File: src/rtl/alu_seq_pkg.sv
// Shared types for the ALU command sequencer: opcodes, FSM states, response payload
// and the reference ALU function used by the optional ALU_SEQ_SELFCHECK_EN self-check.
package alu_seq_pkg;

    typedef enum logic [3:0] {
        OP_ADD = 4'd0,
        OP_SUB = 4'd1,
        OP_AND = 4'd2,
        OP_OR  = 4'd3
    } alu_op_e;

    typedef enum logic [1:0] {
        IDLE   = 2'd0,
        DRIVE  = 2'd1,
        SAMPLE = 2'd2
    } seq_state_e;

    typedef struct packed {
        logic       carry;
        logic [7:0] data;
        logic       err;
    } rsp_core_t;

    localparam logic [3:0] OP_MAX_SUPPORTED = 4'd3;

    // 9-bit {carry, data} the external ALU is expected to return; SUB carry is the borrow.
    function automatic logic [8:0] alu_expected(input logic [7:0] a,
                                                input logic [7:0] b,
                                                input logic [3:0] op);
        logic [8:0] res;
        res = 9'd0;
        case (op)
            OP_ADD:  res = {1'b0, a} + {1'b0, b};
            OP_SUB:  res = {1'b0, a} - {1'b0, b};
            OP_AND:  res = {1'b0, a & b};
            OP_OR:   res = {1'b0, a | b};
            default: res = 9'd0;
        endcase
        return res;
    endfunction

endpackage

File: src/rtl/alu_seq_fifo.sv
// Synchronous response FIFO with asynchronous reset; DEPTH must be a power of two so
// the pointers wrap by natural overflow.
module alu_seq_fifo #(
    parameter int WIDTH = 8,
    parameter int DEPTH = 4
) (
    input  logic             clock,
    input  logic             reset,
    input  logic             push_i,
    input  logic [WIDTH-1:0] push_data_i,
    input  logic             pop_i,
    output logic [WIDTH-1:0] head_o,
    output logic             empty_o,
    output logic             full_o
);

    localparam int AW = (DEPTH > 1) ? $clog2(DEPTH) : 1;
    localparam int CW = $clog2(DEPTH + 1);

    logic [WIDTH-1:0] mem [DEPTH];
    logic [AW-1:0]    wr_ptr_q, wr_ptr_d;
    logic [AW-1:0]    rd_ptr_q, rd_ptr_d;
    logic [CW-1:0]    count_q, count_d;
    logic             do_push, do_pop;

    assign empty_o = (count_q == '0);
    assign full_o  = (count_q == CW'(DEPTH));
    assign do_push = push_i && !full_o;
    assign do_pop  = pop_i && !empty_o;
    assign head_o  = mem[rd_ptr_q];

    always_comb begin
        wr_ptr_d = wr_ptr_q;
        rd_ptr_d = rd_ptr_q;
        count_d  = count_q;
        if (do_push) wr_ptr_d = wr_ptr_q + AW'(1);
        if (do_pop)  rd_ptr_d = rd_ptr_q + AW'(1);
        // Simultaneous push and pop leaves the occupancy unchanged.
        if (do_push && !do_pop)      count_d = count_q + CW'(1);
        else if (do_pop && !do_push) count_d = count_q - CW'(1);
    end

    always_ff @(posedge clock or posedge reset) begin
        if (reset) begin
            wr_ptr_q <= '0;
            rd_ptr_q <= '0;
            count_q  <= '0;
        end else begin
            wr_ptr_q <= wr_ptr_d;
            rd_ptr_q <= rd_ptr_d;
            count_q  <= count_d;
        end
    end

    always_ff @(posedge clock) begin
        if (do_push) mem[wr_ptr_q] <= push_data_i;
    end

endmodule

File: src/rtl/alu_cmd_sequencer.sv
// Issues one operation at a time to an external ALU (IDLE -> DRIVE -> SAMPLE) and queues
// tagged results. Define ALU_SEQ_SELFCHECK_EN to flag results that disagree with a reference.
module alu_cmd_sequencer
    import alu_seq_pkg::*;
#(
    parameter int DEPTH = 4,
    parameter int TAG_W = 4
) (
    input  logic             clock,
    input  logic             reset,
    input  logic             req_valid,
    output logic             req_ready,
    input  logic [7:0]       req_a,
    input  logic [7:0]       req_b,
    input  logic [3:0]       req_op,
    input  logic [TAG_W-1:0] req_tag,
    output logic [7:0]       alu_a,
    output logic [7:0]       alu_b,
    output logic [3:0]       alu_sel,
    input  logic [7:0]       alu_out,
    input  logic             alu_carry,
    output logic             rsp_valid,
    input  logic             rsp_ready,
    output logic [7:0]       rsp_data,
    output logic             rsp_carry,
    output logic [TAG_W-1:0] rsp_tag,
    output logic             rsp_err,
    output logic             rsp_mismatch
);

    localparam int CORE_W = $bits(rsp_core_t);
`ifdef ALU_SEQ_SELFCHECK_EN
    localparam int FIFO_W = CORE_W + TAG_W + 1;
`else
    localparam int FIFO_W = CORE_W + TAG_W;
`endif

    seq_state_e       state_q, state_d;
    logic [7:0]       alu_a_q, alu_a_d;
    logic [7:0]       alu_b_q, alu_b_d;
    logic [3:0]       alu_sel_q, alu_sel_d;
    logic [TAG_W-1:0] tag_q, tag_d;
    logic             accept, push, pop;
    logic             fifo_empty, fifo_full;
    rsp_core_t        push_core, head_core;
    logic [TAG_W-1:0] head_tag;
    logic [FIFO_W-1:0] push_data, head;

    // Request side: valid/ready, transfer on the rising edge where both are high.
    assign req_ready = (state_q == IDLE) && !fifo_full;
    assign accept    = req_valid && req_ready;

    always_comb begin
        state_d   = state_q;
        alu_a_d   = alu_a_q;
        alu_b_d   = alu_b_q;
        alu_sel_d = alu_sel_q;
        tag_d     = tag_q;
        push      = 1'b0;
        case (state_q)
            IDLE: begin
                if (accept) begin
                    alu_a_d   = req_a;
                    alu_b_d   = req_b;
                    alu_sel_d = req_op;
                    tag_d     = req_tag;
                    state_d   = DRIVE;
                end
            end
            DRIVE:  state_d = SAMPLE;
            SAMPLE: begin
                push    = 1'b1;
                state_d = IDLE;
            end
            default: state_d = IDLE;
        endcase
    end

    always_ff @(posedge clock or posedge reset) begin
        if (reset) begin
            state_q   <= IDLE;
            alu_a_q   <= '0;
            alu_b_q   <= '0;
            alu_sel_q <= '0;
            tag_q     <= '0;
        end else begin
            state_q   <= state_d;
            alu_a_q   <= alu_a_d;
            alu_b_q   <= alu_b_d;
            alu_sel_q <= alu_sel_d;
            tag_q     <= tag_d;
        end
    end

    assign alu_a   = alu_a_q;
    assign alu_b   = alu_b_q;
    assign alu_sel = alu_sel_q;

    always_comb begin
        push_core       = '0;
        push_core.carry = alu_carry;
        push_core.data  = alu_out;
        push_core.err   = (alu_sel_q > OP_MAX_SUPPORTED);
    end

`ifdef ALU_SEQ_SELFCHECK_EN
    logic [8:0] exp_q, exp_d;
    logic       mismatch, head_mismatch;

    // Reference captured at accept, compared while the ALU result is sampled.
    assign exp_d    = accept ? alu_expected(req_a, req_b, req_op) : exp_q;
    assign mismatch = (exp_q != {alu_carry, alu_out});

    always_ff @(posedge clock or posedge reset) begin
        if (reset) exp_q <= '0;
        else       exp_q <= exp_d;
    end

    assign push_data = {push_core, tag_q, mismatch};
    assign {head_core, head_tag, head_mismatch} = head;
    assign rsp_mismatch = rsp_valid && head_mismatch;
`else
    assign push_data = {push_core, tag_q};
    assign {head_core, head_tag} = head;
    assign rsp_mismatch = 1'b0;
`endif

    assign pop = rsp_valid && rsp_ready;

    alu_seq_fifo #(
        .WIDTH (FIFO_W),
        .DEPTH (DEPTH)
    ) u_fifo (
        .clock       (clock),
        .reset       (reset),
        .push_i      (push),
        .push_data_i (push_data),
        .pop_i       (pop),
        .head_o      (head),
        .empty_o     (fifo_empty),
        .full_o      (fifo_full)
    );

    // Response fields read as zero while the queue is empty.
    assign rsp_valid = !fifo_empty;
    assign rsp_data  = rsp_valid ? head_core.data  : '0;
    assign rsp_carry = rsp_valid ? head_core.carry : 1'b0;
    assign rsp_err   = rsp_valid ? head_core.err   : 1'b0;
    assign rsp_tag   = rsp_valid ? head_tag        : '0;

endmodule

File: config.mk
export PLATFORM = sky130hd
export DESIGN_NAME = alu_cmd_sequencer
export DESIGN_NICKNAME = d
export VERILOG_FILES = /design/src/rtl/alu_seq_pkg.sv /design/src/rtl/alu_seq_fifo.sv /design/src/rtl/alu_cmd_sequencer.sv
export SDC_FILE = /design/constraint.sdc
export NUM_CORES = 1
export LEC_CHECK = 0
export ABC_AREA = 1
export BUFFER_PORTS_ARGS = -buffer_cell sky130_fd_sc_hd__buf_2
export CORE_UTILIZATION = 59
export DETAILED_ROUTE_END_ITERATION = 10
export PLACE_DENSITY = 0.8
export SLEW_MARGIN = 20
export SYNTH_ARGS = -nofsm -noshare
export SYNTH_HDL_FRONTEND = slang
export SYNTH_SLANG_ARGS = --single-unit
export TNS_END_PERCENT = 30
File: constraint.sdc
create_clock -name clock -period 4.49 [get_ports clock]
set_input_delay 1.347 -clock clock [delete_from_list [all_inputs] [get_ports clock]]
set_output_delay 1.347 -clock clock [all_outputs]
set_load 0.03 [all_outputs]
After elaboration in Yosys (flattened, before gate mapping)
Memories as Yosys holds them, arrays and structs flattened.
Index checks and enable logic that the tools add are counted.
{"block": "word_totals", "reg_bits": 33, "ramBits": 56, "inputBits": 37, "out_inout_bits": 37, "word_cells": 44, "mem_count": 1}
{"block": "op_classes", "n_addsub": 4, "order_cmp": 1, "n_eq_ne": 4, "mux": 11, "reduce_logical": 15}
{"name": "u_fifo.mem", "words": 4, "word_bits": 14, "rd": 1, "rd_clocked_by_memory_dff": 0, "write_ports": 1, "line_no": "alu_seq_fifo.sv:20", "text": "logic [WIDTH-1:0] mem [DEPTH];"}
{"operator": "2-to-1 mux 8 bit", "count": 1}
{"operator": "logical AND 1 bit", "count": 7}
{"operator": "2-to-1 mux 3 bit", "count": 2}
{"operator": "2-to-1 mux 1 bit", "count": 5}
{"operator": "adder 2 x 1 -> 2 bit (second input constant)", "count": 2}
{"operator": "greater-than comparator 4 x 2 -> 1 bit (second input constant)", "count": 1}
{"operator": "zero test 1 bit", "count": 4}
{"operator": "2-to-1 mux 4 bit", "count": 1}
{"operator": "case mux 2 bit (2 select lines)", "count": 1}
{"operator": "adder 3 x 1 -> 3 bit (second input constant)", "count": 1}
{"operator": "== test 3 bit (second input constant)", "count": 1}
{"operator": "zero test 3 bit", "count": 1}
{"operator": "subtractor 3 x 1 -> 3 bit (second input constant)", "count": 1}
{"operator": "== test 2 x 1 -> 1 bit (second input constant)", "count": 1}
{"operator": "== test 2 bit (second input constant)", "count": 1}
{"operator": "zero test 2 bit", "count": 1}
{"operator": "2-to-1 mux 2 bit", "count": 1}
{"operator": "!= test 2 bit (second input constant)", "count": 1}
{"operator": "AND reduction 2 bit", "count": 1}
{"operator": "nonzero test 2 bit", "count": 1}

Logic depth before layout (Yosys ltp)
{"block": "depth", "word_depth": 7, "ltp_mapped": 13, "ltp_nobuf": 12}

Cells and area by module
From an unflattened synthesis, not the netlist that was laid out.
{"block": "hier_totals", "hier_cells": 380, "area_unflattened_um2": 4005.1}
{"mod": "alu_seq_fifo", "n_inst": 1, "cells_per_inst": 226, "area_per_inst_um2": 2747.6, "seq_area_each_um2": 1856.8}
{"mod": "alu_cmd_sequencer", "n_inst": 1, "cells_per_inst": 154, "area_per_inst_um2": 1257.5, "seq_area_each_um2": 650.6}

Worst setup path before layout
No wires, ideal clock.
{"block": "synth_path", "path_kind": "reg2out", "from": "register u_fifo.count_q[0]", "to": "output port rsp_data[0]", "t_arrival_ps": 1576, "setup_slack_ps": 1567, "path_stages_with_launch": 6, "n_path_buf": 1, "path_cell_list": "dfrtp_1 > inv_1 > nand3_1 > inv_1 > buf_2 > a21oi_1"}
{"block": "synth_via", "elab_chain_len": 2}
{"item": "start: declaration", "line_no": "alu_seq_fifo.sv:23", "text": "logic [CW-1:0] count_q, count_d;"}
{"item": "start signal: assignment", "line_no": "alu_seq_fifo.sv:51", "text": "count_q <= count_d;"}
{"item": "zero test 3 bit", "line_no": "alu_seq_fifo.sv:26", "text": "assign empty_o = (count_q == '0);"}
{"item": "2-to-1 mux 8 bit", "line_no": "alu_cmd_sequencer.sv:146", "text": "assign rsp_data = rsp_valid ? head_core.data : '0;"}
{"item": "end: declaration", "line_no": "alu_cmd_sequencer.sv:24", "text": "output logic [7:0] rsp_data,"}
No other way between the ends.

Final worst setup path
{"block": "layout_path", "from": "register u_fifo.rd_ptr_q[1]", "to": "output port rsp_err"}
{"block": "layout_via", "elab_chain_len": 2}
{"item": "start: declaration", "line_no": "alu_seq_fifo.sv:22", "text": "logic [AW-1:0] rd_ptr_q, rd_ptr_d;"}
{"item": "start signal: assignment", "line_no": "alu_seq_fifo.sv:50", "text": "rd_ptr_q <= rd_ptr_d;"}
{"item": "memory read (4 x 14 bit)"}
{"item": "2-to-1 mux 1 bit", "line_no": "alu_cmd_sequencer.sv:148", "text": "assign rsp_err = rsp_valid ? head_core.err : 1'b0;"}
{"item": "end: declaration", "line_no": "alu_cmd_sequencer.sv:27", "text": "output logic rsp_err,"}
No other way between the ends.

==> reports/metrics.csv <==
stage;metric;value;unit
clock_tree;post_cts_resized;0;
power;swShare;0.451;
logic_synthesis;synth_edf_count;56;
power;powerDensity;715;mW/mm^2
power;p_comb_frac;0.451;
setup_path;critPathBufInv;2;
layout;fin_area;0.00450;mm^2
logic_synthesis;postSynthAreaPerCell;9.92;um^2
setup_path;required;3.14;ns
timing;period_needed;3.41;ns
drt;wl;7.30;mm
global_route;grt_antenna_before_repair;0;
layout;drive_above_1_share;0.206;
global_route;grt_pass1_wl;12.3;mm
timing;drv_slew;0;
logic_synthesis;ys_top_cells_by_count;nand2_1 (118), inv_1 (75), edfxtp_1 (56);
setup_path;crit_path_end_kind;output pin;
clock_tree;numCtsBuffers;9;
clock_tree;clk_pin_slew;0.09;ns
logic_synthesis;syn-num-nets;440;
placed_design;post-place-ws;1.46;ns
logic_synthesis;ys_seq_elements;89;
timing;whs;0.474;ns
power;p_seq_frac;0.396;
power;clockPowerShare;0.153;
setup_path;cp.depth;4;
logic_synthesis;synth_flop_cell;edfxtp_1;
timing;fin_crit_sh;0.759;
setup_path;arrival;2.06;ns
timing;slew_headroom;0.548;
drt;vias_per_cell;5.09;
power;peakVddDrop;0.472;mV
layout;fill_cells;478;
setup_path;critical_path.top_delay_family;flip-flops;
logic_synthesis;synth_area;0.00394;mm^2
power;power.leakage;2.26;nW
clock_tree;cts_setup_buffers;0;
clock_tree;clk_path_buf_depth;2;
timing;rsz0062_at_grt;false;
placed_design;portBuffers;72;
clock_tree;cts_tree;done;
global_route;grt_pass1_vias;2732;
setup_path;crit_type;reg -> out;
die;ios;74;
timing;final-hold-violation-count;0;
die;die_w;83.7;um
die;dieArea;0.00700;mm^2
layout;area.growth.synth_to_final;14.2;%
logic_synthesis;synthDistinctLibCells;22;
timing;final.setup.tns;0;ns
logic_synthesis;synth.yosys.warnings;0;
timing;setup_viol;0;
clock_tree;h-tree-depth;3;
power;internal-power;0.00176;W
drt;drt_pass1_iterations;4;
setup_path;cp_max_fo;17;
logic_synthesis;synth_top_area_frac;0.427;
die;start_util;0.617;
clock_tree;clock-sinks;89;
setup_path;cp_slowest_stage_delay;0.77;ns
clock_tree;cts_hold_buf;0;
run_status;outcome;finished clean;
drt;drt.antenna.violating_nets;0;
layout;diodes;0;
global_route;grt_max_degree;34;
setup_path;r2r_cells;9;
placed_design;gp_congestion;0.847;
timing;fmax;0.293;GHz
global_route;overflow;0;
setup_path;start_kind;flip-flop;
die;core;0.00639;mm^2
logic_synthesis;ys_seq_area_frac;0.637;
logic_synthesis;synthArstFlopShare;0.371;
die;die_y;83.7;um
global_route;grtUsageTotal;0.229;
drt;drc;0;
drt;vias;2786;
timing;fin_skew;0.0119;ns
setup_path;worstPathCellList;inv_1 > nand3_1 > a21oi_1 > buf_2;
setup_path;slowest_stage;dfrtp_1;
placed_design;dp_hpwl;4.97;mm
run;max-cap-violations;0;
logic_synthesis;yosys-top-cells-area;edfxtp_1 (43%), dfrtp_1 (21%), nand2_1 (11%);
timing;tightest_slew;0.676;ns
clock_tree;clk_latency;0.35;ns
power;netSwitchingPower;0.00145;W
timing;layout_setup_ws;1.08;ns
logic_synthesis;syn_inst;397;
hold_path;hold_class;reg -> reg;
clock_tree;root_buffer;clkbuf_8;
die;rows;29;
drt;drt_iter0_drc;148;
layout;num-nets-final;508;
placed_design;dpl_cell_area;0.00432;mm^2
logic_synthesis;synth_most_common_cell;nand2_1;
hold_path;holdPathStages;2;
logic_synthesis;synth_top_area_cell;edfxtp_1;
drt;detail_route.wl_per_cell;13.3;um
-- flip-flops by register name, summed over array words and instances, names as in the netlist --
register / count
u_fifo.count_q: 3
u_fifo.wr_ptr_q: 2
u_fifo.rd_ptr_q: 2
alu_b: 8
alu_a: 8
u_fifo.mem: 56
alu_sel: 4
tag_q: 4
state_q: 2
-- area by class of cell --
class	instances	area, um^2	area share
tap	77	96.3	0.0214
sequential	89	2510	0.558
clock inverter	3	16.3	0.00362
timing repair buffer	78	405	0.0902
inverter	76	285	0.0635
multi-input combinational	211	1020	0.228
clock buffer	13	160	0.0356
-- placed cells by master (no fill, tap or decap), types with 3 or more instances in the layout --
master and instances:
dfrtp_1 33, buf_4 6, nand4_1 27, clkbuf_1 3, ha_1 5, nand2_1 118, buf_2 72, nor2_1 5
nand3_1 31, clkbuf_8 9, edfxtp_1 56, a21oi_1 14, inv_1 75
-- power groups by stage --
| stage | Sequential, W | Combinational (W) | Clock, W |
|---|---|---|---|
| detailed placement | 0.00129 | 0.00146 | 0 |
| CTS | 0.00127 | 0.00146 | 0.000499 |
| global route | 0.00130 | 0.00160 | 0.000529 |
| finish | 0.00127 | 0.00145 | 0.000491 |
| floorplan | 0.00141 | 0.000974 | 0 |
| global placement | 0.00128 | 0.00142 | 0 |
-- final timing paths --
check	endpoint	from	slack, ns
min in group asynchronous	u_fifo.rd_ptr_q[1]	reset	1.07
max	rsp_err	u_fifo.rd_ptr_q[1]	1.08
min	alu_b[7]	alu_b[7]	0.47
max in group asynchronous	alu_sel[2]	reset	3.12
max reg2reg	u_fifo.count_q[1]	u_fifo.count_q[0]	2.12
min reg2reg	alu_b[7]	alu_b[7]	0.47
-- layer usage --
metal	part of all wire	vias to the layer above	track usage
li1	-	1400	-
met1	0.44	1302	0.287
met2	0.50	72	0.379
met3	0.045	12	0.0445
met4	0.017	0	0.120
met5	0	-	0
-- through the flow --
step	std cells	util	power, W
detailed placement	531	0.676	0.00275
finish	547	0.704	0.00322
global placement	531	0.676	0.00270
CTS	547	0.704	0.00324
floorplan	397	-	0.00238
global route	547	0.704	0.00343
-- logic make-up (layout without fill, tap and decap cells) --
group                    count (synthesis)  in the layout  synth area share
AND/OR/NAND/NOR                        186            186             0.214
buffers and inverters                   97            170             0.103
flip-flops                              89             89             0.637
AO/OA/AOI/OAI                           16             16            0.0203
adder cells (fa/ha/maj)                  6              6            0.0210
XOR/XNOR                                 2              2           0.00445
other                                    1              1          0.000952
-- worst reg2reg max path, cell delays in order (launching register included) --
cell and delay, ns:
dfrtp_1 0.42, inv_1 0.10, nand3_2 0.47, nand3_2 0.35, inv_1 0.07, ha_1 0.20
inv_1 0.09, fa_1 0.41, nand2_1 0.07, o21ai_0 0.08
(Power assumes the default switching activity.)
